===== src/rtl/mem_arbiter.sv =====
// rtl/mem_arbiter.sv - round-robin arbiter sharing one memory port between fetch and data MMUs
// Optional watchdog abort enabled by defining MEM_ARB_TIMEOUT_EN.

package mem_arbiter_pkg;

    typedef struct packed {
        logic [31:0] addr;
        logic [31:0] data;
        logic        isWrite;
        logic        isPrivaliged;
        logic        isValid;
    } cpuMemRequest_t;

    typedef struct packed {
        logic [31:0] data;
        logic        isValid;
    } cpuMemResult_t;

endpackage

module mem_arbiter
    import mem_arbiter_pkg::*;
#(
    parameter int TimeoutCycles = 255
) (
    input  logic           clock,
    input  logic           reset,
    input  cpuMemRequest_t fetch_request,
    output cpuMemResult_t  fetch_result,
    output logic           fetch_timeout,
    input  cpuMemRequest_t data_request,
    output cpuMemResult_t  data_result,
    output logic           data_timeout,
    output cpuMemRequest_t mem_request,
    input  cpuMemResult_t  mem_result,
    output logic           busy
);

    typedef enum logic [1:0] {
        IDLE,
        WAIT,
        DONE
    } state_t;

    typedef enum logic {
        FETCH,
        DATA
    } port_t;

    state_t         state, state_n;
    port_t          owner, owner_n;
    port_t          last_grant, last_grant_n;
    port_t          grant;
    logic           abandoned, abandoned_n;
    logic           owner_live;
    logic           busy_n;
    cpuMemRequest_t mem_request_n;
    cpuMemResult_t  fetch_result_n;
    cpuMemResult_t  data_result_n;

`ifdef MEM_ARB_TIMEOUT_EN
    localparam logic [15:0] TIMEOUT_LAST = 16'(TimeoutCycles - 1);

    logic [15:0] wait_count, wait_count_n;
    logic        fetch_timeout_n, data_timeout_n;
`else
    logic [15:0] unused_timeout_cfg;
    assign unused_timeout_cfg = 16'(TimeoutCycles);
    assign fetch_timeout      = 1'b0;
    assign data_timeout       = 1'b0;
`endif

    assign owner_live = (owner == FETCH) ? fetch_request.isValid : data_request.isValid;

    always_comb begin
        state_n        = state;
        owner_n        = owner;
        last_grant_n   = last_grant;
        abandoned_n    = abandoned;
        grant          = FETCH;
        mem_request_n  = mem_request;
        fetch_result_n = '0;
        data_result_n  = '0;
`ifdef MEM_ARB_TIMEOUT_EN
        wait_count_n    = wait_count;
        fetch_timeout_n = 1'b0;
        data_timeout_n  = 1'b0;
`endif

        case (state)
            IDLE: begin
                mem_request_n = '0;
                if (fetch_request.isValid || data_request.isValid) begin
                    if (fetch_request.isValid && data_request.isValid) begin
                        grant = (last_grant == FETCH) ? DATA : FETCH;
                    end else begin
                        grant = fetch_request.isValid ? FETCH : DATA;
                    end
                    mem_request_n         = (grant == FETCH) ? fetch_request : data_request;
                    mem_request_n.isValid = 1'b1;
                    owner_n               = grant;
                    last_grant_n          = grant;
                    abandoned_n           = 1'b0;
`ifdef MEM_ARB_TIMEOUT_EN
                    wait_count_n          = '0;
`endif
                    state_n               = WAIT;
                end
            end

            WAIT: begin
                // Once the owner lets go, its result is discarded even if it re-asserts.
                if (!owner_live) begin
                    abandoned_n = 1'b1;
                end
                if (mem_result.isValid) begin
                    mem_request_n = '0;
                    state_n       = DONE;
                    if (owner_live && !abandoned) begin
                        if (owner == FETCH) begin
                            fetch_result_n.data    = mem_result.data;
                            fetch_result_n.isValid = 1'b1;
                        end else begin
                            data_result_n.data    = mem_result.data;
                            data_result_n.isValid = 1'b1;
                        end
                    end
                end
`ifdef MEM_ARB_TIMEOUT_EN
                else if (wait_count == TIMEOUT_LAST) begin
                    mem_request_n = '0;
                    state_n       = DONE;
                    if (owner == FETCH) begin
                        fetch_timeout_n = 1'b1;
                    end else begin
                        data_timeout_n = 1'b1;
                    end
                end else begin
                    wait_count_n = wait_count + 16'd1;
                end
`endif
            end

            DONE: begin
                mem_request_n = '0;
                state_n       = IDLE;
            end

            default: begin
                mem_request_n = '0;
                state_n       = IDLE;
            end
        endcase

        busy_n = (state_n != IDLE);
    end

    always_ff @(posedge clock) begin
        if (reset) begin
            state        <= IDLE;
            owner        <= FETCH;
            last_grant   <= FETCH;
            abandoned    <= 1'b0;
            mem_request  <= '0;
            fetch_result <= '0;
            data_result  <= '0;
            busy         <= 1'b0;
`ifdef MEM_ARB_TIMEOUT_EN
            wait_count    <= '0;
            fetch_timeout <= 1'b0;
            data_timeout  <= 1'b0;
`endif
        end else begin
            state        <= state_n;
            owner        <= owner_n;
            last_grant   <= last_grant_n;
            abandoned    <= abandoned_n;
            mem_request  <= mem_request_n;
            fetch_result <= fetch_result_n;
            data_result  <= data_result_n;
            busy         <= busy_n;
`ifdef MEM_ARB_TIMEOUT_EN
            wait_count    <= wait_count_n;
            fetch_timeout <= fetch_timeout_n;
            data_timeout  <= data_timeout_n;
`endif
        end
    end

endmodule


===== config.mk =====
export PLATFORM = sky130hd
export DESIGN_NAME = mem_arbiter
export DESIGN_NICKNAME = d
export VERILOG_FILES = /design/src/rtl/mem_arbiter.sv
export SDC_FILE = /design/constraint.sdc
export NUM_CORES = 1
export LEC_CHECK = 0
export CORE_ASPECT_RATIO = 0.9
export CORE_UTILIZATION = 43
export CTS_CLUSTER_DIAMETER = 120
export CTS_CLUSTER_SIZE = 8
export DETAILED_ROUTE_END_ITERATION = 8
export PLACE_DENSITY_LB_ADDON = 0.3
export SLEW_MARGIN = 20
export SYNTH_ARGS = -nofsm -noshare
export SYNTH_HDL_FRONTEND = slang
export SYNTH_SLANG_ARGS = --single-unit
export TNS_END_PERCENT = 1

===== constraint.sdc =====
create_clock -name clock -period 3.12 [get_ports clock]
set_input_delay 0.468 -clock clock [delete_from_list [all_inputs] [get_ports clock]]
set_output_delay 0.468 -clock clock [all_outputs]
set_load 0.05 [all_outputs]

* Word-level counts from Yosys, hierarchy flattened
Index checks and enable logic that the tools add are counted.
** Word-level totals
- Register bits :: 138
- Output and inout port bits :: 136
- Logic and storage cells :: 51
** Cells by class
- Equal/unequal tests :: 4
- Mux-type cells :: 18
- Bitwise logic cells :: 4
- Reductions and logical operators :: 12
** Operators with widths (number)
- 2-to-1 mux 67 bit :: 3
- case mux 67 bit (2 select lines) :: 1
- 2-to-1 mux 1 bit :: 10
- OR reduction 5 bit :: 2
- inequality test 2 bit, second input constant :: 3
- 2-to-1 mux 2 bit :: 2
- NOT 1 bit :: 4
- case mux 2 bit (2 select lines) :: 1
- nonzero test 2 bit :: 2
- OR reduction 4 bit :: 1
- AND reduction 3 bit :: 1
- == test 2 x 1 -> 1 bit, second input constant :: 1
- logical AND 1 bit :: 2
- logical NOT 2 bit :: 1
- case mux 1 bit (2 select lines) :: 1
- AND reduction 2 bit :: 1
- logical NOT 1 bit :: 1
- logical OR 1 bit :: 1

* Depth between registers and ports, before layout
Gate-level depths: netlist of run 1.
- Depth after elaboration :: 7
- Gate-level depth with buffers :: 6

* Least setup slack after synthesis of run 1
OpenSTA, ideal clock, no wires.
- Path kind :: input-to-reg
- Start point :: input fetch_request[0] in the netlist's numbering
- End point :: register mem_request[48] in the netlist's numbering
- Arrival time :: 1.441 ns
- Required time :: 2.968 ns
- Path slack :: 1.527 ns
- Stages on the path :: 6
- Buffers on the path :: 3
- Path through :: buf_2 -> or2_2 -> nand2_1 -> buf_4 -> buf_4 -> a221oi_2
** Between the ends
- Word-level cells in the longest chain between the ends :: 7
- Elaborated cells between the ends (all ways) :: 9
- Classes of those cells :: mux: 7; reduce/logical: 2
** Ends and longest elaborated chain
- start: declaration :: RTL line 28 : input cpuMemRequest_t fetch_request,
- 2-to-1 mux 1 bit or logical AND 1 bit (tied branches) :: RTL line 97, 94
- 2-to-1 mux 1 bit :: RTL line 94 : if (fetch_request.isValid && data_request.isValid) begin
- 2-to-1 mux 1 bit :: RTL line 93 : if (fetch_request.isValid || data_request.isValid) begin
- 2-to-1 mux 1 bit :: RTL line 90 : case (state)
- 2-to-1 mux 67 bit :: RTL line 99 : mem_request_n = (grant == FETCH) ? fetch_request : data_request;
- 2-to-1 mux 67 bit (*) :: RTL line 93
- case mux 67 bit (2 select lines) (*) :: RTL line 90
- end signal: assignment :: RTL line 178 : mem_request <= mem_request_n;
- end: declaration :: RTL line 34 : output cpuMemRequest_t mem_request,
Mark *: on every way between the ends. The rest lies on a longest branch, timed or not. The select of a mux whose other input is x is not followed.
A chain may end at the register's enable or synchronous reset.

* Worst setup path in the final report of run 1
- Start point :: register mem_request[55] in the netlist's numbering
- End point :: output mem_request[55] in the netlist's numbering
No word-level cell between the ends.

==> results.toml, run 1 <==
[outcome]
status = "complete, no violations"

[logic_synthesis]
synth_area_leaders = "dfxtp_1 47%, a221oi_2 15%, a32oi_1 9.9%"
synth_top_family_by_area = "compound AO/OA/AOI/OAI gates"
synthSimpleGateAreaFrac_pct = 13.2
synth-seq-cells = 138
yosys.area.top_type = "dfxtp_1"
synth.avg_cell_area_sq_um = 10.4
yosysSeqAreaShare_pct = 47.4
synthMuxAreaShare_pct = 0.172
synth_top_area_share_pct = 47.4
mappedNetlistArea_sq_um = 5830
synth_compound_area_share_pct = 32.5
synth_xor_area_share_pct = 0
yosys.cell_types.count = 30
synthAdderAreaFrac_pct = 0
synth_cells = 562
synth_warnings = 0

[setup_path]
cp_cell_sequence = "clkdlybuf4s50_1"
cp_max_fo = 3
crit_path_start_kind = "flip-flop"
crit_slowest_cell = "clkdlybuf4s50_1"
path_class = "reg -> out"
slowest_delay_ps = 850
path_depth = 1
cp_num_buf_inv = 1
end_kind = "output port"
cp.required_ps = 2650
cp.arrival_ps = 1640
critPathTopFamily = "buffers and inverters"
ff2ff_path_depth = 4

[sta]
grt_setup_unrepaired = "false"
setup_slack_ps = 1020
slew_headroom_pct = 30.6
setup-tns-final_ps = 0
final_max_slew_viol_count = 0
finalCritPeriodShare_pct = 67.4
tightest_slew_ps = 1040
fin_crit_ps = 2100
fmax_mhz = 475
finalSetupViolCount = 0
finalClockSkew_ps = 11.4
hold_viol_final = 0

[detailed_routing]
vias = 5709
finalWirelength_um = 19200
dr.pass1.iters = 8
drt_iter0_drc = 404
wl_per_cell_um = 19.2
drc = 0
ant_nets = 0
viasPerCell = 5.71

[cells_and_area]
nets = 993
final_cell_mix = "300 x clkdlybuf4s50_1, 138 x dfxtp_1, 67 x nand2_1"
layout_commonest_cell = "clkdlybuf4s50_1"
diodes = 0
fill_cells = 895
drive_above_1_share_pct = 13.3
multi_input_area_sq_um = 2700
syn2layout_area_growth_pct = 61.6
seqCellArea_sq_um = 2760

[worst_hold_path]
min_path_cells = 2
hold_class = "in -> reg"

[placed_design]
dp_hpwl_um = 12800
gp_congestion = 0.796
io_buffers = 302
post-place-ws_ps = 717

[global_route]
antenna_found_initial = 0
grt_use_total_pct = 26.6
grt_max_degree = 101
grt_pass1_vias = 5566
grt-ovfl-total = 0
grt_pass1_wl_um = 29600

[cts]
clock-sinks = 138
clk_latency_ps = 420
cts_tree = "built"
clk_path_buf_depth = 2
clk_pin_slew_ps = 60
htree_levels = 4
cts_made_buffers = 17
cts-root-buf = "clkbuf_16"
postCtsSetupBuffers = 0
cts_resized = 0
cts_hold_buf = 0

[floorplan]
die_width_um = 125
rows = 39
die_area_sq_um = 14000
fp.dieH_um = 112
coreArea_sq_um = 12900
start_util_pct = 45.1
boundaryPins = 305

[pwr]
leakage_nw = 3.24
worst_ir_drop_vdd_uv = 403
cellPowerDensity_nw_per_um2 = 530

[flow_run]
maxCapViolations = 0
routing by layer:
metal,wire (um),vias up,track usage [%],share of wire [%]
met3,1710,37,8.58,8.9
met2,9540,305,45.6,50
met1,7450,2696,30.7,39
met5,0,-,0,0
li1,-,2671,-,-
met4,517,0,10.9,2.7
cell type report:
class | count | share of cell area, %
multi-input combinational | 351 | 28.6
clock inverter | 13 | 1.79
tap | 164 | 2.18
timing repair buffer | 313 | 33.3
sequential | 138 | 29.3
inverter | 3 | 0.120
clock buffer | 18 | 4.66
cells by family (layout without fill, tap and decap cells):
| group | after synthesis | in the layout |
|---|---|---|
| muxes | 1 | 1 |
| DFF | 138 | 138 |
| and+or+nand+nor | 143 | 143 |
| AOI/OAI and AO/OA | 205 | 205 |
| other | 1 | 2 |
| buffers and inverters | 74 | 347 |
through the flow:
| stage | cells | cell area, sq um | utilization (%) | total power, mW | hold WS [ps] |
|---|---|---|---|---|---|
| floorplan | 563 | 5830 | - | 2.55 | 524 |
| finish | 1000 | 9420 | 72.8 | 5.00 | 454 |
| detailed placement | 969 | 8810 | 68.1 | 2.98 | 450 |
| global placement | 969 | 8810 | 68.1 | 2.96 | 446 |
| CTS | 1000 | 9420 | 72.8 | 5.03 | 428 |
| global route | 1000 | 9420 | 72.8 | 5.17 | 445 |
worst paths after layout:
kind	from	to	slack [ps]
hold reg to reg	mem_request[0]$_SDFFE_PP0P_	mem_request[0]$_SDFFE_PP0P_	480
setup reg to reg	last_grant$_SDFFE_PP0P_	mem_request[52]$_SDFFE_PP0P_	1220
hold / removal	reset	mem_request[9]$_SDFFE_PP0P_	450
setup / recovery	mem_request[55]$_SDFFE_PP0P_	mem_request[55]	1020
where the power goes:
part           internal (mW)  switching, mW  leakage (nW)
Clock                   1.28          0.764         0.297
Sequential              1.84         0.0625          1.12
Combinational          0.439          0.609          1.82
Total                   3.56           1.44          3.24
flip-flops by register name, indices dropped and copies added, names as in the netlist:
name and cells:
last_grant 1, mem_request 67, busy 1, data_result 33
state 2, fetch_result 33, abandoned 1
cell usage after synthesis:
master     instances
dfxtp_1          138
nor3b_2            1
nand2_1           68
o21ai_0           61
nand2b_1           1
buf_2             21
buf_6              7
inv_2              1
nand2b_2           1
o211a_1            1
inv_1              2
and2_1            33
nand4bb_4          1
nor4_4             1
a221oi_2          58
clkbuf_1          33
buf_4              8
or2_2              1
a32oi_1           66
mux2i_1            1
o21ai_1            5
and3_1            32
nor2_1             2
a311oi_1           1
a221oi_1           8
clkbuf_2           2
a21oi_1            5
nor3_2             1
and2b_1            1
conb_1             1
Note: power is estimated with default switching activity, not from simulation.
==> inputs of run 2 (changes only) <==
--- a/config.mk
+++ b/config.mk
@@ -6,7 +6,7 @@
 export NUM_CORES = 1
 export LEC_CHECK = 0
 export CORE_ASPECT_RATIO = 0.9
-export CORE_UTILIZATION = 43
+export CORE_UTILIZATION = 40
 export CTS_CLUSTER_DIAMETER = 120
 export CTS_CLUSTER_SIZE = 8
 export DETAILED_ROUTE_END_ITERATION = 8
==> constraint.sdc (replaced) <==
create_clock -name clock -period 1.95 [get_ports clock]
set_input_delay 0.2925 -clock clock [delete_from_list [all_inputs] [get_ports clock]]
set_output_delay 0.2925 -clock clock [all_outputs]
set_load 0.05 [all_outputs]
==> results.toml, run 2 (same netlist as run 1, synthesis figures left out) <==
[outcome]
status = "complete, no violations"

[floorplan]
boundaryPins = 305
die_area_sq_um = 15100
die_width_um = 129
fp.dieH_um = 117
start_util_pct = 41.3
rows = 41
coreArea_sq_um = 14100

[global_route]
grt_pass1_wl_um = 29700
antenna_found_initial = 0
grt-ovfl-total = 0
grt_pass1_vias = 5736
grt_use_total_pct = 25.4
grt_max_degree = 72

[sta]
final_max_slew_viol_count = 0
hold_viol_final = 0
finalClockSkew_ps = 6.38
slew_headroom_pct = 61.5
hold_ws_ps = 261
finalSetupViolCount = 0
setup-tns-final_ps = 0
fin_crit_ps = 1910
finalCritPeriodShare_pct = 97.9
fmax_mhz = 524
grt_setup_unrepaired = "false"
setup_slack_ps = 40.3
tightest_slew_ps = 577

[pwr]
p_comb_share_pct = 21.7
pwr-share-clk_pct = 40.8
cellPowerDensity_nw_per_um2 = 837
pwr-share-seq_pct = 37.4
leakage_nw = 3.42
worst_ir_drop_vdd_uv = 670
internal_power_mw = 5.69
switching_share_pct = 29.7
power.switching_mw = 2.41

[cells_and_area]
largest_reg_flops = 67
largest-register = "mem_request"
top_regs = "mem_request (67), data_result (33), fetch_result (33)"
fin_util_pct = 68.6
nets = 1006
diodes = 0
drive_above_1_share_pct = 14.7
syn2layout_area_growth_pct = 66.1
layout_commonest_cell = "clkdlybuf4s50_1"
final_cell_mix = "294 x clkdlybuf4s50_1, 138 x dfxtp_1, 67 x nand2_1"

[cts]
clk_pin_slew_ps = 60
clk_path_buf_depth = 2
cts_made_buffers = 17
cts-root-buf = "clkbuf_16"
clock-sinks = 138
htree_levels = 4
cts_tree = "built"
clk_latency_ps = 410

[placed_design]
gp_congestion = 0.795
post-place-ws_ps = 26.7
dp_hpwl_um = 13200
io_buffers = 302

[setup_path]
r2r_slack_ps = 300
end_kind = "output port"
cp.required_ps = 1660
crit_slowest_cell = "clkdlybuf4s50_1"
cp_num_buf_inv = 1
slowest_delay_ps = 840
cp_cell_sequence = "clkdlybuf4s50_1"
path_class = "reg -> out"
cp_max_fo = 3
crit_path_start_kind = "flip-flop"
critPathTopFamily = "buffers and inverters"
cp.arrival_ps = 1620

[detailed_routing]
wl_per_cell_um = 18.9
drc = 0
viasPerCell = 5.56
finalWirelength_um = 19700
vias = 5800
drt_iter0_drc = 292
dr.pass1.iters = 4
ant_nets = 0

[flow_run]
maxCapViolations = 0

[worst_hold_path]
hold_class = "in -> reg"
## run 2: worst paths after layout
check	from	end	cells after the start
worst max register to register	state[0]$_SDFF_PP0_	mem_request[11]$_SDFFE_PP0P_	4
worst max-delay path	mem_request[62]$_SDFFE_PP0P_	mem_request[62]	1
worst min register to register	mem_request[0]$_SDFFE_PP0P_	mem_request[0]$_SDFFE_PP0P_	2
worst min-delay path	reset	state[1]$_SDFF_PP0_	3
## run 2: through the flow
step                      std cells  total power, mW  cell area [sq um]
final                          1043             8.10               9680
after detailed placement       1011             4.84               9060
after CTS                      1043             8.15               9670
after floorplan                 563             4.07               5830
after global placement         1011             4.80               9060
after global routing           1043             8.38               9680
## run 2: tightest hold or removal path, cell delays in order
cell       delay, ps
buf_4            110
nand4bb_4        180
inv_1             40
## run 2: layout make-up
class	instances	area, sq um
Sequential cell	138	2760
Multi-Input combinational cell	351	2700
Clock buffer	19	453
Tap cell	193	241
Timing Repair Buffer	326	3360
Clock inverter	13	159
Fill cell	1018	4430
Inverter	3	11.3
## run 2: metal layers
metal | GRT usage, % | up-vias | wire length, um
li1 | - | 2694 | -
met1 | 28.8 | 2784 | 7590
met2 | 45.2 | 279 | 10200
met3 | 6.64 | 43 | 1400
met4 | 11.1 | 0 | 535
met5 | 0 | - | 0
## run 2: timing repair
item                                    in CTS  in global routing
endpoints found under the hold margin        0                  0
hold buffers                                 0                  0
buffers inserted                             0                  0
endpoints found under the setup margin       1                  5
gates resized for setup                      1                  5
## run 2: power groups by stage
stage / registers [mW] / logic [mW] / clock network, mW
floorplan: 3.47 / 0.600 / 0
global placement: 3.08 / 1.72 / 0
detailed placement: 3.09 / 1.75 / 0
CTS: 3.03 / 1.76 / 3.36
global route: 3.04 / 1.85 / 3.49
finish: 3.03 / 1.76 / 3.31
==> inputs of run 3 (changes only) <==
--- a/config.mk
+++ b/config.mk
@@ -6,6 +6,7 @@
 export NUM_CORES = 1
 export LEC_CHECK = 0
 export CORE_ASPECT_RATIO = 0.9
+export CORE_MARGIN = 8
 export CORE_UTILIZATION = 40
 export CTS_CLUSTER_DIAMETER = 120
 export CTS_CLUSTER_SIZE = 8
==> results.toml, run 3 (same netlist as run 1, synthesis figures left out) <==
[outcome]
status = "complete, no violations"

[sta]
fmax_mhz = 521
grt_setup_unrepaired = "false"
finalSetupViolCount = 0
finalClockSkew_ps = 6.09
tightest_slew_ps = 564
final_max_slew_viol_count = 0
finalCritPeriodShare_pct = 98.4
slew_headroom_pct = 62.3
setup-tns-final_ps = 0
fin_crit_ps = 1920
hold_viol_final = 0

[global_route]
grt-ovfl-total = 0
grt_pass1_wl_um = 31900
grt_max_degree = 72
grt_pass1_vias = 5920
grt_use_total_pct = 21.6
antenna_found_initial = 0

[detailed_routing]
dr.pass1.iters = 4
viasPerCell = 5.52
wl_per_cell_um = 20.0
ant_nets = 0
drc = 0
finalWirelength_um = 21000
drt_iter0_drc = 357
vias = 5769

[floorplan]
boundaryPins = 305
rows = 42
coreArea_sq_um = 14500
start_util_pct = 40.3
die_area_sq_um = 18700
die_width_um = 143
fp.dieH_um = 131

[cells_and_area]
nets = 1004
final_cell_mix = "284 x clkdlybuf4s50_1, 138 x dfxtp_1, 67 x nand2_1"
largest_reg_flops = 67
diodes = 0
fill_cells = 1084
syn2layout_area_growth_pct = 66.4
fin_area_sq_um = 9700
largest-register = "mem_request"
drive_above_1_share_pct = 14.5
top_regs = "mem_request (67), data_result (33), fetch_result (33)"
layout_commonest_cell = "clkdlybuf4s50_1"

[setup_path]
cp_cell_sequence = "clkdlybuf4s50_1"
r2r_slack_ps = 430
end_kind = "output port"
critPathTopFamily = "buffers and inverters"
reg2reg_to = "mem_request[5]$_SDFFE_PP0P_"
ff2ff_path_depth = 4
cp.required_ps = 1660
slowest_delay_ps = 850
crit_path_start_kind = "flip-flop"
crit_slowest_cell = "clkdlybuf4s50_1"
path_class = "reg -> out"
cp_num_buf_inv = 1
cp_max_fo = 3
rr_startpoint = "state[1]$_SDFF_PP0_"
cp.arrival_ps = 1630

[cts]
postCtsSetupBuffers = 0
cts_made_buffers = 17
cts-root-buf = "clkbuf_16"
htree_levels = 4
clk_latency_ps = 410
clk_pin_slew_ps = 60
clk_path_buf_depth = 2
clock-sinks = 138
cts_tree = "built"

[worst_hold_path]
hold_start = "reset"
min_path_cells = 3
holdPathEnd = "state[1]$_SDFF_PP0_"
hold_class = "in -> reg"

[placed_design]
dp_hpwl_um = 14900
placed_cell_area_sq_um = 9060
gp_congestion = 0.820
io_buffers = 302

[pwr]
cellPowerDensity_nw_per_um2 = 833
worst_ir_drop_vdd_uv = 554
leakage_nw = 3.57
p_total_mw = 8.08

[flow_run]
maxCapViolations = 0
run 3: cell count changes in the layout (fill, tap and decap cells not counted), sizes merged:
cell,change
clkdlybuf4s50,-10
inv,+3
clkinv,-2
dlymetal6s2s,+10
clkinvlp,+1
buf,-2
clkbuf,-2
run 3: worst max-delay path by stage:
stage	startpoint	end	slack, ps	cells after the start
2_1_floorplan	fetch_request[0]	mem_request[48]$_SDFFE_PP0P_	530	6
3_3_place_gp	mem_result[0]	mem_request[6]$_SDFFE_PP0P_	110	6
3_5_place_dp	mem_result[0]	mem_request[5]$_SDFFE_PP0P_	90	6
4_1_cts	mem_request[31]$_SDFFE_PP0P_	mem_request[31]	3	1
5_1_grt	mem_request[55]$_SDFFE_PP0P_	mem_request[55]	0.5	1
6_report	mem_request[45]$_SDFFE_PP0P_	mem_request[45]	30	1
run 3: worst min-delay path, delay by kind of cell:
kind                   cells  cell delay [ps]
and+or+nand+nor            1              170
buffers and inverters      2              140
run 3: metal layers:
metal	global-route usage (%)	up-vias	share of wire, %
li1	-	2690	-
met1	24.5	2802	38
met2	37.9	248	52
met3	5.74	29	7.3
met4	9.08	0	2.5
met5	0	-	0
run 3: metrics by stage:
| step | instances | hold WS, ps | util (%) | worst slack (ps) |
|---|---|---|---|---|
| finish | 1046 | 247 | 67.1 | 31.7 |
| global route | 1046 | 246 | 67.1 | 0.499 |
| CTS | 1046 | 232 | 66.8 | 2.95 |
| detailed placement | 1014 | 452 | 62.7 | 89.6 |
| global placement | 1014 | 445 | 62.7 | 115 |
| floorplan | 563 | 414 | - | 533 |
run 3: layout make-up:
type / count / area, sq um / area share (%)
multi-input combinational: 351 / 2700 / 27.8
tap: 198 / 248 / 2.55
timing repair buffer: 324 / 3380 / 34.8
inverter: 3 / 11.3 / 0.116
clock inverter: 15 / 176 / 1.82
sequential: 138 / 2760 / 28.5
clock buffer: 17 / 425 / 4.39
run 3: timing repair:
| action | 4_1_cts | 5_1_grt |
|---|---|---|
| resized for setup | 1 | 15 |
| hold buffers | 0 | 0 |
| setup endpoints to repair | 1 | 15 |
run 3: where the power goes:
group	internal, mW	switching [mW]	total [mW]
clock network	1.93	1.35	3.29
logic	0.760	0.999	1.76
registers	2.94	0.0918	3.03
total	5.64	2.44	8.08
